### config.mk
export PLATFORM = sky130hd
export DESIGN_NAME = fp_addsub_pipe
export DESIGN_NICKNAME = d
export VERILOG_FILES = /design/src/rtl/fp_pkg.sv /design/src/rtl/fp_lzc.sv /design/src/rtl/fp_addsub_pipe.sv
export SDC_FILE = /design/constraint.sdc
export NUM_CORES = 1
export LEC_CHECK = 0
export CORE_MARGIN = 4
export CORE_UTILIZATION = 30
export CTS_CLUSTER_DIAMETER = 100
export CTS_CLUSTER_SIZE = 28
export DETAILED_ROUTE_END_ITERATION = 7
export PLACE_DENSITY = 0.44
export SKIP_LAST_GASP = 1
export SYNTH_ARGS = -nofsm -noshare
export SYNTH_HDL_FRONTEND = slang
export SYNTH_SLANG_ARGS = --single-unit
### constraint.sdc
create_clock -name clk -period 9.3 [get_ports clk]
set_clock_uncertainty 0.1 [all_clocks]
set_input_delay 2.325 -clock clk [delete_from_list [all_inputs] [get_ports clk]]
set_output_delay 2.325 -clock clk [all_outputs]
set_load 0.01 [all_outputs]
### src/rtl/fp_pkg.sv
// Shared definitions for the floating-point add/sub datapath: flag bit
// positions, operand classes and the canonical quiet-NaN pattern.
package fp_pkg;

    localparam int FLG_INVALID   = 4;
    localparam int FLG_OVERFLOW  = 3;
    localparam int FLG_UNDERFLOW = 2;
    localparam int FLG_INEXACT   = 1;
    localparam int FLG_ZERO      = 0;
    localparam int FLG_W         = 5;

    typedef enum logic [1:0] {FP_ZERO, FP_NORM, FP_INF, FP_NAN} fp_class_e;

    // {0, all-ones exponent, 1 followed by zeros}, right-aligned in 64 bits
    function automatic logic [63:0] fp_qnan(input int exp_w, input int man_w);
        logic [63:0] q;
        q = ((64'd1 << exp_w) - 64'd1) << man_w;
        q = q | (64'd1 << (man_w - 1));
        return q;
    endfunction

endpackage

### src/rtl/fp_lzc.sv
// Leading-zero counter; an all-zero input reports WIDTH.
module fp_lzc #(
    parameter int WIDTH = 28,
    parameter int CW    = $clog2(WIDTH + 1)
) (
    input  logic [WIDTH-1:0] d,
    output logic [CW-1:0]    cnt
);

    // Scanning upward lets the highest set bit win.
    always_comb begin
        cnt = CW'(WIDTH);
        for (int i = 0; i < WIDTH; i++) begin
            if (d[i]) cnt = CW'(WIDTH - 1 - i);
        end
    end

endmodule

### src/rtl/fp_addsub_pipe.sv
// Three-stage floating-point adder/subtractor (align, add, normalise+round).
// Define FP_ADDSUB_RNE_EN for round-to-nearest-even; otherwise rounds toward zero.
module fp_addsub_pipe
    import fp_pkg::*;
#(
    parameter int EXP_W = 8,
    parameter int MAN_W = 23,
    parameter int TAG_W = 4
) (
    input  logic                     clk,
    input  logic                     reset,
    input  logic                     in_valid,
    output logic                     in_ready,
    input  logic [EXP_W+MAN_W:0]     in_a,
    input  logic [EXP_W+MAN_W:0]     in_b,
    input  logic                     in_sub,
    input  logic [TAG_W-1:0]         in_tag,
    output logic                     out_valid,
    input  logic                     out_ready,
    output logic [EXP_W+MAN_W:0]     out_y,
    output logic [TAG_W-1:0]         out_tag,
    output logic [FLG_W-1:0]         out_flags
);

    localparam int W   = 1 + EXP_W + MAN_W;
    localparam int FW  = MAN_W + 4;
    localparam int AW  = MAN_W + 5;
    localparam int CW  = $clog2(AW + 1);
    localparam int EW2 = EXP_W + 2;
    localparam logic [W-1:0]            QNAN   = W'(fp_qnan(EXP_W, MAN_W));
    localparam logic signed [EW2-1:0]   E_MAX  = {2'b00, {EXP_W{1'b1}}};
    localparam logic signed [EW2-1:0]   E_ZERO = '0;
    localparam logic signed [EW2-1:0]   E_ONE  = {{(EW2-1){1'b0}}, 1'b1};

    function automatic fp_class_e fp_class(input logic [EXP_W-1:0] e, input logic [MAN_W-1:0] m);
        fp_class_e c;
        if (e == '0)          c = FP_ZERO;
        else if (&e)          c = (m == '0) ? FP_INF : FP_NAN;
        else                  c = FP_NORM;
        return c;
    endfunction

    // Valid/ready: data moves across a boundary on every edge where valid and
    // ready are both high; a stage loads when it is empty or draining this
    // cycle, so out_y/out_tag/out_flags hold while out_valid && !out_ready.
    logic s1_valid, s2_valid, s3_valid;
    logic s1_ready, s2_ready, s3_ready;

    assign s3_ready  = !s3_valid || out_ready;
    assign s2_ready  = !s2_valid || s3_ready;
    assign s1_ready  = !s1_valid || s2_ready;
    assign in_ready  = s1_ready;
    assign out_valid = s3_valid;

    // ---------------- S1: decode, specials, align ----------------
    logic               a_s, b_s, x_s, a_big;
    logic [EXP_W-1:0]   a_e, b_e, x_e, y_e, e_diff;
    logic [MAN_W-1:0]   a_m, b_m, x_m, y_m;
    fp_class_e          a_c, b_c;
    logic [FW-1:0]      y_ext, y_shr, y_lost;
    logic               spec_d;
    logic [W-1:0]       spec_y_d;
    logic [FLG_W-1:0]   spec_f_d;

    always_comb begin
        a_s = in_a[W-1];
        a_e = in_a[W-2:MAN_W];
        a_m = in_a[MAN_W-1:0];
        b_s = in_b[W-1] ^ in_sub;
        b_e = in_b[W-2:MAN_W];
        b_m = in_b[MAN_W-1:0];
        a_c = fp_class(a_e, a_m);
        b_c = fp_class(b_e, b_m);

        a_big  = {a_e, a_m} >= {b_e, b_m};
        x_s    = a_big ? a_s : b_s;
        x_e    = a_big ? a_e : b_e;
        x_m    = a_big ? a_m : b_m;
        y_e    = a_big ? b_e : a_e;
        y_m    = a_big ? b_m : a_m;
        e_diff = x_e - y_e;

        // Shifts past the field width leave zero, so every bit lands in sticky.
        y_ext  = {1'b1, y_m, 3'b000};
        y_shr  = y_ext >> e_diff;
        y_lost = y_ext & ~({FW{1'b1}} << e_diff);

        spec_d   = 1'b1;
        spec_y_d = '0;
        spec_f_d = '0;
        if (a_c == FP_NAN || b_c == FP_NAN || (a_c == FP_INF && b_c == FP_INF && a_s != b_s)) begin
            spec_y_d              = QNAN;
            spec_f_d[FLG_INVALID] = 1'b1;
        end else if (a_c == FP_INF) begin
            spec_y_d = in_a;
        end else if (b_c == FP_INF) begin
            spec_y_d = {b_s, b_e, b_m};
        end else if (a_c == FP_ZERO && b_c == FP_ZERO) begin
            spec_y_d           = {a_s & b_s, {(W-1){1'b0}}};
            spec_f_d[FLG_ZERO] = 1'b1;
        end else if (a_c == FP_ZERO) begin
            spec_y_d = {b_s, b_e, b_m};
        end else if (b_c == FP_ZERO) begin
            spec_y_d = in_a;
        end else begin
            spec_d = 1'b0;
        end
    end

    logic               s1_spec, s1_sign, s1_eff_sub;
    logic [W-1:0]       s1_spec_y;
    logic [FLG_W-1:0]   s1_spec_f;
    logic [EXP_W-1:0]   s1_exp;
    logic [FW-1:0]      s1_x, s1_y;
    logic [TAG_W-1:0]   s1_tag;

    always_ff @(posedge clk or posedge reset) begin
        if (reset) begin
            s1_valid   <= 1'b0;
            s1_tag     <= '0;
            s1_spec    <= 1'b0;
            s1_spec_y  <= '0;
            s1_spec_f  <= '0;
            s1_sign    <= 1'b0;
            s1_eff_sub <= 1'b0;
            s1_exp     <= '0;
            s1_x       <= '0;
            s1_y       <= '0;
        end else if (s1_ready) begin
            s1_valid <= in_valid;
            if (in_valid) begin
                s1_tag     <= in_tag;
                s1_spec    <= spec_d;
                s1_spec_y  <= spec_y_d;
                s1_spec_f  <= spec_f_d;
                s1_sign    <= x_s;
                s1_eff_sub <= a_s ^ b_s;
                s1_exp     <= x_e;
                s1_x       <= {1'b1, x_m, 3'b000};
                s1_y       <= {y_shr[FW-1:1], y_shr[0] | (|y_lost)};
            end
        end
    end

    // ---------------- S2: significand add/subtract ----------------
    logic [AW-1:0] sum_d;

    assign sum_d = s1_eff_sub ? ({1'b0, s1_x} - {1'b0, s1_y})
                              : ({1'b0, s1_x} + {1'b0, s1_y});

    logic               s2_spec, s2_sign;
    logic [W-1:0]       s2_spec_y;
    logic [FLG_W-1:0]   s2_spec_f;
    logic [EXP_W-1:0]   s2_exp;
    logic [AW-1:0]      s2_sum;
    logic [TAG_W-1:0]   s2_tag;

    always_ff @(posedge clk or posedge reset) begin
        if (reset) begin
            s2_valid  <= 1'b0;
            s2_tag    <= '0;
            s2_spec   <= 1'b0;
            s2_spec_y <= '0;
            s2_spec_f <= '0;
            s2_sign   <= 1'b0;
            s2_exp    <= '0;
            s2_sum    <= '0;
        end else if (s2_ready) begin
            s2_valid <= s1_valid;
            if (s1_valid) begin
                s2_tag    <= s1_tag;
                s2_spec   <= s1_spec;
                s2_spec_y <= s1_spec_y;
                s2_spec_f <= s1_spec_f;
                s2_sign   <= s1_sign;
                s2_exp    <= s1_exp;
                s2_sum    <= sum_d;
            end
        end
    end

    // ---------------- S3: normalise, round, exceptions ----------------
    logic [CW-1:0]          lz, shl;
    logic                   carry, inexact, rnd_c;
    logic [FW-1:0]          norm;
    logic [MAN_W-1:0]       man;
    logic signed [EW2-1:0]  e_norm, e_fin;
    logic [W-1:0]           res_y;
    logic [FLG_W-1:0]       res_f;
`ifdef FP_ADDSUB_RNE_EN
    logic                   round_up;
`endif

    fp_lzc #(.WIDTH(AW), .CW(CW)) u_lzc (
        .d   (s2_sum),
        .cnt (lz)
    );

    always_comb begin
        carry  = s2_sum[AW-1];
        shl    = carry ? '0 : lz - CW'(1);
        norm   = carry ? {s2_sum[AW-1:2], s2_sum[1] | s2_sum[0]} : FW'(s2_sum << shl);
        e_norm = $signed({2'b00, s2_exp}) - $signed({{(EW2-CW){1'b0}}, shl});
        if (carry) e_norm = e_norm + E_ONE;
        inexact = |norm[2:0];
`ifdef FP_ADDSUB_RNE_EN
        // Ties go up only when that makes the mantissa even.
        round_up     = norm[2] & (norm[1] | norm[0] | norm[3]);
        {rnd_c, man} = {1'b0, norm[FW-2:3]} + {{MAN_W{1'b0}}, round_up};
`else
        {rnd_c, man} = {1'b0, norm[FW-2:3]};
`endif
        e_fin = rnd_c ? e_norm + E_ONE : e_norm;

        res_y = '0;
        res_f = '0;
        if (s2_spec) begin
            res_y = s2_spec_y;
            res_f = s2_spec_f;
        end else if (!norm[FW-1]) begin
            // exact cancellation always yields +0
            res_f[FLG_ZERO] = 1'b1;
        end else if (e_fin >= E_MAX) begin
            res_y                = {s2_sign, {EXP_W{1'b1}}, {MAN_W{1'b0}}};
            res_f[FLG_OVERFLOW]  = 1'b1;
            res_f[FLG_INEXACT]   = 1'b1;
        end else if (e_fin <= E_ZERO) begin
            res_y                = {s2_sign, {(W-1){1'b0}}};
            res_f[FLG_UNDERFLOW] = 1'b1;
            res_f[FLG_INEXACT]   = 1'b1;
            res_f[FLG_ZERO]      = 1'b1;
        end else begin
            res_y              = {s2_sign, e_fin[EXP_W-1:0], man};
            res_f[FLG_INEXACT] = inexact;
        end
    end

    always_ff @(posedge clk or posedge reset) begin
        if (reset) begin
            s3_valid  <= 1'b0;
            out_tag   <= '0;
            out_y     <= '0;
            out_flags <= '0;
        end else if (s3_ready) begin
            s3_valid <= s2_valid;
            if (s2_valid) begin
                out_tag   <= s2_tag;
                out_y     <= res_y;
                out_flags <= res_f;
            end
        end
    end

endmodule
==> metrics.yaml, run 1 <==
cts_buffers: 14
detail_route.wirelength_mm: 66.47
synth-async-reset-ratio_pct: 100.0
cp_cell_sequence: "clkdlybuf4s50_1 > inv_1 > ha_1 > nand2_1 > nor3_1 > a21oi_1 > and2_1 > and3_1 > a21oi_1 > ha_1 > buf_4 > mux4_2 > mux2_2 > nor2_1 > a21o_1 > nor2_1 > o311a_1 > o21ai_0 > a32oi_1"
average_via_count_per_standard_cell: 5.556
synth_fp_nets: 2311
yosys_register_bits: 220
synth.top_cell.area_share_pct: 32.03
dpl.hpwl_mm: 50.28
cpPeakStageDelay_ns: 0.89
avgRoutedWirePerCell_um: 22.74
drc: 0
worst_r2r_path_depth: 24
globalRouteOverflowTotal: 0
design.final.nets: 2323
h-tree-depth: 1
worst_slew_pin_slew_ns: 1.083
report.final.setup_viol: 0
cp_slowest_cell: "sky130_fd_sc_hd__and2_1"
synth-warning-count: 0
clockRootBuffer: "sky130_fd_sc_hd__clkbuf_16"
max_fclk_mhz: 131.7
worstSkewPairLatency_ns: 0.52
finalWeightedCongestion: 0.9287
initialDrtViolationCount: 1409
fp-row-count: 87
post-route-min-period_ns: 7.593
timing.final.crit_share_pct: 81.65
leakagePower_nw: 8.481
share_of_post_route_cells_with_drive_strength_above_1_pct: 6.140
crit_type: "primary input to flop"
grt_start_max_net_pins: 122
ant_nets: 0
ff2ff_setup_slack_ns: 2.28
synth.avg_cell_area_um2: 8.004
port-buffer-count: 115
crit_path_end_kind: "flop"
ir_drop_uv: 125.9
pre_cts_slack_ns: 1.233
required_ns: 9.57
status: "finished, final reports clean"
global_route_usage_over_all_layers_pct: 21.29
post_cts_resized: 0
dieHeight_um: 247.3
synth_most_common_cell: "sky130_fd_sc_hd__nand2_1"
floorplan.die_area_mm2: 0.06118
synth.yosys.seq_area_share_pct: 32.03
ctsLongestPathBuffers: 3
power_per_unit_of_standard_cell_area_mw_per_mm2: 270.3
synthTopCellsByArea: "sky130_fd_sc_hd__dfrtp_1 (32%), sky130_fd_sc_hd__nand2_1 (8.4%), sky130_fd_sc_hd__ha_1 (6.5%)"
synth.cells.most_frequent: "sky130_fd_sc_hd__nand2_1 (383), sky130_fd_sc_hd__dfrtp_1 (220), sky130_fd_sc_hd__a21oi_1 (175)"
maxCapViolCount: 0
postCtsHoldBufs: 0
clock_transition_at_the_register_clock_pins_on_the_worst_setup_and_hold_paths_after_cts_ns: 0.11
critPathMaxFanout: 27
drt-pass1-iter-count: 6
synth_cells: 2147
hold_class: "flop to flop"
r2r_end: "out_y[2]"
worst_hold_startpoint: "s1_tag[3]"
ioPinCount: 116
critical_path.reg2reg.startpoint: "s2_sum[13]"
timing.final.hold_violations: 0
max-slew-margin-rel_pct: 27.77
worst_endpoint_data_arrival_time_ns: 7.86
post-route-worst-setup-slack_ns: 1.707
number_of_global_route_vias_before_repair: 15951
whs_endpoint: "s2_tag[3]"
global_route_wire_length_before_repair_mm: 101.9
post_cts_buffers: 0
synthToLayoutAreaGrowth_pct: 13.31
postSynth.topFlopCell: "sky130_fd_sc_hd__dfrtp_1"
floorplan.die.width_um: 247.3
slew_viols_final: 0
vias: 16241
coreArea_mm2: 0.05660
antenna_found_initial: 4
worstSetupStartpointType: "primary input"
min_path_cells: 2
timing.setup.tns_ns: 0
synth.distinct_cells: 87
synth_area_mm2: 0.01719
synth_enable_flop_cells: 0
clock_sink_count: 220
floorplan.initialDensity_pct: 30.36
cell_taking_the_most_area_after_synthesis: "sky130_fd_sc_hd__dfrtp_1"
cts_tree: "done"
rsz_0062_raised_after_global_routing: "false"
==> worst max-delay path, delay by kind of cell <==
family | cells | cell delay, ns
AOI/OAI and AO/OA | 6 | 1.04
adders and majority gates | 2 | 0.92
buffers and inverters | 3 | 1.15
muxes | 2 | 0.84
and+or+nand+nor | 6 | 1.58
==> layer usage <==
metal  GRT usage (%)  up-vias  wire length, um
li1                -     7765                -
met1           31.80     7952            32580
met2           33.14      460            29140
met3           2.506       64             3233
met4           4.530        0             1517
met5               0        -                0
==> power breakdown <==
part / internal, mW / leakage [nW] / switching (mW)
Sequential: 1.15 / 2.85 / 0.292
Combinational: 1.23 / 5.41 / 1.89
Clock: 0.315 / 0.226 / 0.390
Total: 2.69 / 8.48 / 2.57
==> logic make-up (layout without fill, tap and decap cells) <==
kind of cell    after synthesis  count (layout)  synth area share (%)
compound gates              634             634                 23.66
xor+xnor                     41              41                 2.199
fa+ha+maj                    91              91                 6.713
buf+inv                     261             280                 5.876
flops                       220             220                 32.03
mux                         125             125                 8.962
other cells                   0               1                     0
simple gates                775             775                 20.55
==> how the worst max path moves through the flow <==
stage                  start            to  cells past startpoint
finish              in_b[27]       s1_y[0]                     19
floorplan              reset  out_flags[0]                      1
CTS                 in_b[27]       s1_y[0]                     19
detailed placement  in_b[27]       s1_y[0]                     19
global route        in_b[27]       s1_y[0]                     19
global placement    in_b[27]       s1_y[4]                     18
==> placed cells by master (no fill, tap or decap), types with 28 or more instances in the layout <==
master,instances
sky130_fd_sc_hd__nand2_1,380
sky130_fd_sc_hd__dfrtp_1,220
sky130_fd_sc_hd__a21oi_1,174
sky130_fd_sc_hd__o21ai_0,164
sky130_fd_sc_hd__nor2_1,136
sky130_fd_sc_hd__clkdlybuf4s50_1,115
sky130_fd_sc_hd__inv_1,103
sky130_fd_sc_hd__ha_1,89
sky130_fd_sc_hd__mux2i_1,88
sky130_fd_sc_hd__nor3_1,40
sky130_fd_sc_hd__and3_1,36
sky130_fd_sc_hd__buf_4,32
sky130_fd_sc_hd__a31oi_1,30
sky130_fd_sc_hd__nand3_1,30
sky130_fd_sc_hd__a22oi_1,29
sky130_fd_sc_hd__o31ai_1,28
==> state kept, by name, indices dropped and copies added, names as in the netlist, 5 cells and up <==
name       cells
s1_y          27
s1_spec_y     32
s2_exp         8
s1_exp         8
s1_x          24
out_y         32
out_flags      5
s2_sum        28
s2_spec_y     32
==> through the flow <==
stage | std cells | power, mW | hold WS (ns) | instance area (um2) | util [%]
6_report | 2923 | 5.263 | 0.3733 | 19470 | 34.40
3_5_place_dp | 2899 | 4.554 | 0.3524 | 18980 | 33.54
5_1_grt | 2922 | 5.642 | 0.4076 | 19470 | 34.40
4_1_cts | 2922 | 5.287 | 0.3807 | 19470 | 34.40
3_3_place_gp | 2899 | 4.542 | 0.3502 | 18980 | 33.54
2_1_floorplan | 2147 | 3.496 | 0.3375 | 17190 | -
==> area by class of cell <==
cell class / count / area [um2]
antenna: 1 / 2.502
clock buffer: 15 / 375.4
clock inverter: 8 / 110.1
fill: 6071 / 37130
inverter: 110 / 422.9
multi-input combinational: 1666 / 10720
sequential: 220 / 5505
tap: 756 / 945.9
timing repair buffer: 147 / 1391
No activity file was read; power rests on OpenSTA's default activity.
==> inputs of run 2 (changes only) <==
==> constraint.sdc (replaced) <==
create_clock -name clk -period 7.59 [get_ports clk]
set_clock_uncertainty 0.1 [all_clocks]
set_input_delay 1.8975 -clock clk [delete_from_list [all_inputs] [get_ports clk]]
set_output_delay 1.8975 -clock clk [all_outputs]
set_load 0.01 [all_outputs]
==> run 2 against run 1 <==
Hold slack got worse by 0.0061 ns; sequential power rose by 24%; combinational power rose by 23%; final cell count rose by 0.68%; count of clock-buffer cells in the layout did not move; largest cell class unchanged; clock power rose by 22%; sequential share of layout area fell by 0.26 points; cell area rose by 0.93%; global-route usage rose by 0.18 points; non-clock buffer count rose by 20; power rose by 23%; critical endpoint is now s1_y[1].
==> metrics.yaml, run 2 (synthesized netlist as in run 1, its figures left out) <==
design.final.nets: 2343  # was 2323
finalWeightedCongestion: 0.9922  # was 0.9287
globalRoute.busiestLayer: "met2"  # unchanged
mostFrequentLayoutCell: "sky130_fd_sc_hd__nand2_1"  # unchanged
clock_sink_count: 220  # unchanged
timing.final.hold_violations: 0  # unchanged
ctsLongestPathBuffers: 3  # unchanged
mostFrequentLayoutCells: "sky130_fd_sc_hd__nand2_1 (380), sky130_fd_sc_hd__dfrtp_1 (220), sky130_fd_sc_hd__a21oi_1 (174)"  # unchanged
worst_slew_pin_slew_ns: 1.175  # was 1.083 ns
drc: 0  # unchanged
crit_path_end_kind: "flop"  # unchanged
ir_drop_uv: 193.9  # was 125.9 uV
floorplan.die.width_um: 247.3  # unchanged
finalCoreUtilization_pct: 34.72  # was 34.40%
global_route_usage_over_all_layers_pct: 21.47  # was 21.29%
number_of_global_route_vias_before_repair: 15645  # was 15951
leakagePower_nw: 8.591  # was 8.481 nW
clockRootBuffer: "sky130_fd_sc_hd__clkbuf_16"  # unchanged
globalRouteOverflowTotal: 0  # unchanged
coreArea_mm2: 0.05660  # unchanged
report.final.setup_viol: 0  # unchanged
cp_cell_sequence: "clkdlybuf4s50_1 > inv_1 > ha_1 > a2111oi_0 > a31oi_1 > o311a_1 > nor2_4 > mux2i_1 > a31oi_1 > xnor2_1 > nor3_1 > nand2_1 > a211oi_1 > a221o_1"  # was clkdlybuf4s50_1 > inv_1 > ha_1 > nand2_1 > nor3_1 > a21oi_1 > and2_1 > and3_1 > a21oi_1 > ha_1 > buf_4 > mux4_2 > mux2_2 > nor2_1 > a21o_1 > nor2_1 > o311a_1 > o21ai_0 > a32oi_1
worst_hold_margin_ns: 0.3672  # was 0.3733 ns
ff2ff_setup_slack_ns: 0.95  # was 2.28 ns
global_route.usage.met3_pct: 2.442  # was 2.506%
post_cts_resized: 0  # unchanged
crit_type: "primary input to flop"  # unchanged
rsz_0062_raised_after_global_routing: "false"  # unchanged
hold_class: "flop to flop"  # unchanged
ioPinCount: 116  # unchanged
average_via_count_per_standard_cell: 5.565  # was 5.556
worst_endpoint_data_arrival_time_ns: 7.29  # was 7.86 ns
antenna_found_initial: 2  # was 4
clock_transition_at_the_register_clock_pins_on_the_worst_setup_and_hold_paths_after_cts_ns: 0.11  # about the same
largest_regs: "out_y: 32 flops, s1_spec_y: 32 flops, s2_spec_y: 32 flops"  # unchanged
cts_tree: "done"  # unchanged
global_route.usage.met2_pct: 32.66  # was 33.14%
floorplan.die_area_mm2: 0.06118  # unchanged
dpl.hpwl_mm: 52.00  # was 50.28 mm
avgRoutedWirePerCell_um: 22.85  # was 22.74 um
floorplan.initialDensity_pct: 30.36  # unchanged
max_fclk_mhz: 144.1
vias: 16379  # was 16241
synthToLayoutAreaGrowth_pct: 14.36  # was 13.31%
cp_slowest_cell: "sky130_fd_sc_hd__nor2_4"  # was sky130_fd_sc_hd__and2_1
status: "finished, final reports clean"  # unchanged
initialDrtViolationCount: 1452  # was 1409
required_ns: 7.94  # was 9.57 ns
share_of_post_route_cells_with_drive_strength_above_1_pct: 6.999  # was 6.140%
slew_viols_final: 0  # unchanged
post-route-min-period_ns: 6.939
timing.critical_path.mode_cell: "sky130_fd_sc_hd__a31oi_1"
postCtsHoldBufs: 0  # unchanged
maxCapViolCount: 0  # unchanged
critPathMaxFanout: 38  # was 27
ant_nets: 0  # unchanged
dieHeight_um: 247.3  # unchanged
timing.setup.tns_ns: 0  # unchanged
cpPeakStageDelay_ns: 0.93  # was 0.89 ns
post_cts_buffers: 0  # unchanged
port-buffer-count: 115  # unchanged
grt_start_max_net_pins: 62  # was 122
h-tree-depth: 1  # unchanged
drt-pass1-iter-count: 5  # was 6
fp-row-count: 87  # unchanged
timing.final.crit_share_pct: 91.42
met1_usage_pct: 32.14  # was 31.80%
cts_buffers: 14  # unchanged
worstSetupStartpointType: "primary input"  # unchanged
max-slew-margin-rel_pct: 21.49  # was 27.77%
detail_route.wirelength_mm: 67.25  # was 66.47 mm
global_route_wire_length_before_repair_mm: 101.9  # about the same
power_per_unit_of_standard_cell_area_mw_per_mm2: 328.8  # was 270.3 mW/mm2
worstSkewPairLatency_ns: 0.53  # was 0.52 ns
## run 2: cell types whose count changed in the layout (fill, tap and decap cells not counted), sizes merged
cell and delta:
buf +20, clkinv +5, inv -4, clkinvlp -1
## run 2: path summary, 6_finish.rpt
| kind | from | endpoint | cells past startpoint |
|---|---|---|---|
| min in group asynchronous | reset | s2_sum[14] | 2 |
| worst min register to register | s1_sign | s2_sign | 2 |
| worst max register to register | s2_sum[13] | out_y[2] | 23 |
| max in group asynchronous | reset | s1_y[23] | 3 |
| worst max-delay path | in_b[4] | s1_y[1] | 14 |
| worst min-delay path | s1_sign | s2_sign | 2 |
## run 2: cell type report
cell class / instances / area [um2]
antenna: 1 / 2.502
clock buffer: 15 / 375.4
clock inverter: 8 / 118.9
fill: 6036 / 36950
inverter: 110 / 419.2
multi-input combinational: 1666 / 10720
sequential: 220 / 5505
tap: 756 / 945.9
timing repair buffer: 167 / 1567
## run 2: power breakdown
part	total, mW	internal, mW	switching [mW]
Combinational	3.82	1.53	2.29
Clock	0.860	0.388	0.473
Sequential	1.78	1.41	0.368
Total	6.46	3.33	3.13
## run 2: worst max-delay path, delay by kind of cell
family | cells | cell delay [ns]
XOR/XNOR | 1 | 0.18
buffers and inverters | 2 | 0.58
AO/OA/AOI/OAI | 6 | 1.85
adder cells (fa/ha/maj) | 1 | 0.32
AND/OR/NAND/NOR | 3 | 2.22
multiplexers | 1 | 0.24
## run 2: layer usage
| metal | share of wire (%) | wire length (um) |
|---|---|---|
| met3 | 4.8 | 3229 |
| met2 | 44 | 29300 |
| met5 | 0.031 | 21 |
| met1 | 48 | 32530 |
| met4 | 3.2 | 2166 |
## run 2: stage by stage
step / setup WS, ns / instance area, um2 / instances / power, mW
global placement: 0.2849 / 19160 / 2919 / 5.592
finish: 0.6513 / 19650 / 2943 / 6.462
floorplan: 1.318 / 17190 / 2147 / 4.284
global route: 0.4741 / 19650 / 2942 / 6.963
detailed placement: 0.1804 / 19160 / 2919 / 5.598
CTS: 0.7264 / 19650 / 2942 / 6.489
==> inputs of run 3 (changes only) <==
--- a/config.mk
+++ b/config.mk
@@ -5,6 +5,7 @@
 export SDC_FILE = /design/constraint.sdc
 export NUM_CORES = 1
 export LEC_CHECK = 0
+export CAP_MARGIN = 20
 export CORE_MARGIN = 4
 export CORE_UTILIZATION = 30
 export CTS_CLUSTER_DIAMETER = 100
==> run 3 against run 2 <==
Fmax rose by 4.1%; global-route usage did not move; critical path depth rose by 4; worst setup slack improved by 0.27 ns; first-iteration DRC count rose by 8.5%; power barely moved; sequential power barely moved; sequential share of layout area barely moved; combinational power barely moved.
==> metrics.yaml, run 3 (synthesized netlist as in run 1, its figures left out) <==
cts_buffers: 14  # unchanged
floorplan.initialDensity_pct: 30.36  # unchanged
max_fclk_mhz: 150.0  # was 144.1 MHz
pre_cts_slack_ns: 0.1804  # unchanged
total_power_mw: 6.466  # was 6.462 mW
largest_regs: "out_y: 32 flops, s1_spec_y: 32 flops, s2_spec_y: 32 flops"  # unchanged
rsz_0062_raised_after_global_routing: "false"  # unchanged
status: "finished, final reports clean"  # unchanged
global_route_wire_length_before_repair_mm: 101.9  # unchanged
drc: 0  # unchanged
antenna_found_initial: 2  # unchanged
worstSetupStartpointType: "primary input"  # unchanged
post_cts_buffers: 0  # unchanged
timing.final.crit_share_pct: 87.81  # was 91.42%
dpl.hpwl_mm: 52.00  # unchanged
intPower_mw: 3.330  # was 3.328 mW
report.final.setup_viol: 0  # unchanged
initialDrtViolationCount: 1576  # was 1452
mostFrequentLayoutCells: "sky130_fd_sc_hd__nand2_1 (380), sky130_fd_sc_hd__dfrtp_1 (220), sky130_fd_sc_hd__a21oi_1 (174)"  # unchanged
mostFrequentLayoutCell: "sky130_fd_sc_hd__nand2_1"  # unchanged
leakagePower_nw: 8.601  # was 8.591 nW
comb_power_share_pct: 59.2  # about the same
fp-row-count: 87  # unchanged
power_switching_mw: 3.135  # was 3.133 mW
hold_class: "flop to flop"  # unchanged
ant_nets: 0  # unchanged
postCtsHoldBufs: 0  # unchanged
ioPinCount: 116  # unchanged
detail_route.wirelength_mm: 67.27  # was 67.25 mm
grt_start_max_net_pins: 62  # unchanged
average_via_count_per_standard_cell: 5.573  # was 5.565
timing.setup.tns_ns: 0  # unchanged
vias: 16408  # was 16379
synthToLayoutAreaGrowth_pct: 14.47  # was 14.36%
sw_frac_of_total_pct: 48.49  # about the same
dpl.cell_count: 2919  # unchanged
crit_type: "primary input to flop"  # unchanged
finalWeightedCongestion: 0.9922  # unchanged
global_route_usage_over_all_layers_pct: 21.47  # unchanged
clock_transition_at_the_register_clock_pins_on_the_worst_setup_and_hold_paths_after_cts_ns: 0.11  # about the same
power_frac_clock_pct: 13.3  # about the same
crit_path_end_kind: "flop"  # unchanged
power_per_unit_of_standard_cell_area_mw_per_mm2: 328.7  # was 328.8 mW/mm2
required_ns: 7.94  # about the same
max-slew-margin-rel_pct: 27.46  # was 21.49%
h-tree-depth: 1  # unchanged
slew_viols_final: 0  # unchanged
floorplan.die.width_um: 247.3  # unchanged
number_of_global_route_vias_before_repair: 15645  # unchanged
clock_sink_count: 220  # unchanged
finalCoreUtilization_pct: 34.75  # was 34.72%
floorplan.die_area_mm2: 0.06118  # unchanged
cts_tree: "done"  # unchanged
port-buffer-count: 115  # unchanged
post-route-min-period_ns: 6.665  # was 6.939 ns
clockRootBuffer: "sky130_fd_sc_hd__clkbuf_16"  # unchanged
worstSkewPairLatency_ns: 0.53  # about the same
post_cts_resized: 0  # unchanged
share_of_post_route_cells_with_drive_strength_above_1_pct: 7.042  # was 6.999%
drt-pass1-iter-count: 5  # unchanged
dieHeight_um: 247.3  # unchanged
ir_drop_uv: 194.1  # was 193.9 uV
seq_power_share_pct: 27.5  # about the same
ctsLongestPathBuffers: 3  # unchanged
worst_slew_pin_slew_ns: 1.080  # was 1.175 ns
timing.final.hold_violations: 0  # unchanged
design.final.nets: 2344  # was 2343
coreArea_mm2: 0.05660  # unchanged
post-route-worst-setup-slack_ns: 0.9250  # was 0.6513 ns
maxCapViolCount: 0  # unchanged
critPathMaxFanout: 25  # was 38
globalRouteOverflowTotal: 0  # unchanged
avgRoutedWirePerCell_um: 22.85  # about the same
fin_cells: 2944  # was 2943
worst_endpoint_data_arrival_time_ns: 7.01  # was 7.29 ns
-- run 3: cell count changes in the layout (fill, tap and decap cells not counted) --
| cell | delta |
|---|---|
| sky130_fd_sc_hd__buf_12 | +1 |
-- run 3: cell type report --
class / count / area [um2]
Fill cell: 6032 / 36930
Multi-Input combinational cell: 1666 / 10720
Sequential cell: 220 / 5505
Timing Repair Buffer: 168 / 1587
Tap cell: 756 / 945.9
Inverter: 110 / 419.2
Clock buffer: 15 / 375.4
Clock inverter: 8 / 118.9
Antenna cell: 1 / 2.502
-- run 3: worst max-delay path: stages --
cell                              delay, ns
sky130_fd_sc_hd__clkdlybuf4s50_1       0.60
sky130_fd_sc_hd__inv_1                 0.15
sky130_fd_sc_hd__ha_1                  0.32
sky130_fd_sc_hd__nand4_1               0.13
sky130_fd_sc_hd__a211o_1               0.29
sky130_fd_sc_hd__a31oi_1               0.30
sky130_fd_sc_hd__o311ai_2              0.16
sky130_fd_sc_hd__buf_4                 0.28
sky130_fd_sc_hd__a21oi_1               0.17
sky130_fd_sc_hd__ha_1                  0.24
sky130_fd_sc_hd__and3_1                0.21
sky130_fd_sc_hd__a211oi_1              0.06
sky130_fd_sc_hd__mux2_2                0.33
sky130_fd_sc_hd__xnor2_1               0.16
sky130_fd_sc_hd__nor3_1                0.87
sky130_fd_sc_hd__nand2_1               0.41
sky130_fd_sc_hd__a211oi_1              0.29
sky130_fd_sc_hd__a221o_1               0.14
-- run 3: final timing paths --
| path | cells after the start | startpoint | endpoint | slack [ns] |
|---|---|---|---|---|
| max in group asynchronous | 3 | reset | s1_y[24] | 4.65 |
| worst min register to register | 2 | s1_exp[5] | s2_exp[5] | 0.37 |
| worst max-delay path | 18 | in_b[9] | s1_y[1] | 0.92 |
| worst min-delay path | 2 | s1_exp[5] | s2_exp[5] | 0.37 |
| min in group asynchronous | 2 | reset | s2_sum[14] | 1.62 |
| worst max register to register | 23 | s2_sum[13] | out_y[2] | 1.00 |
-- run 3: per-stage QoR --
stage               instance area (um2)  hold slack (ns)
detailed placement                19160           0.3510
floorplan                         17190           0.3375
global route                      19670           0.4013
CTS                               19650           0.3646
finish                            19670           0.3677
global placement                  19160           0.3489
-- run 3: routing by layer --
metal,track usage [%],wire [um]
met1,32.14,32630
met2,32.66,29190
met3,2.442,3278
met4,6.056,2146
met5,0,21
-- run 3: power by group through the flow --
| stage | clock network (mW) | registers (mW) | logic (mW) |
|---|---|---|---|
| global route | 0.939 | 1.81 | 4.21 |
| detailed placement | 0 | 1.80 | 3.80 |
| finish | 0.861 | 1.78 | 3.83 |
| floorplan | 0 | 1.61 | 2.68 |
| CTS | 0.900 | 1.78 | 3.81 |
| global placement | 0 | 1.80 | 3.79 |
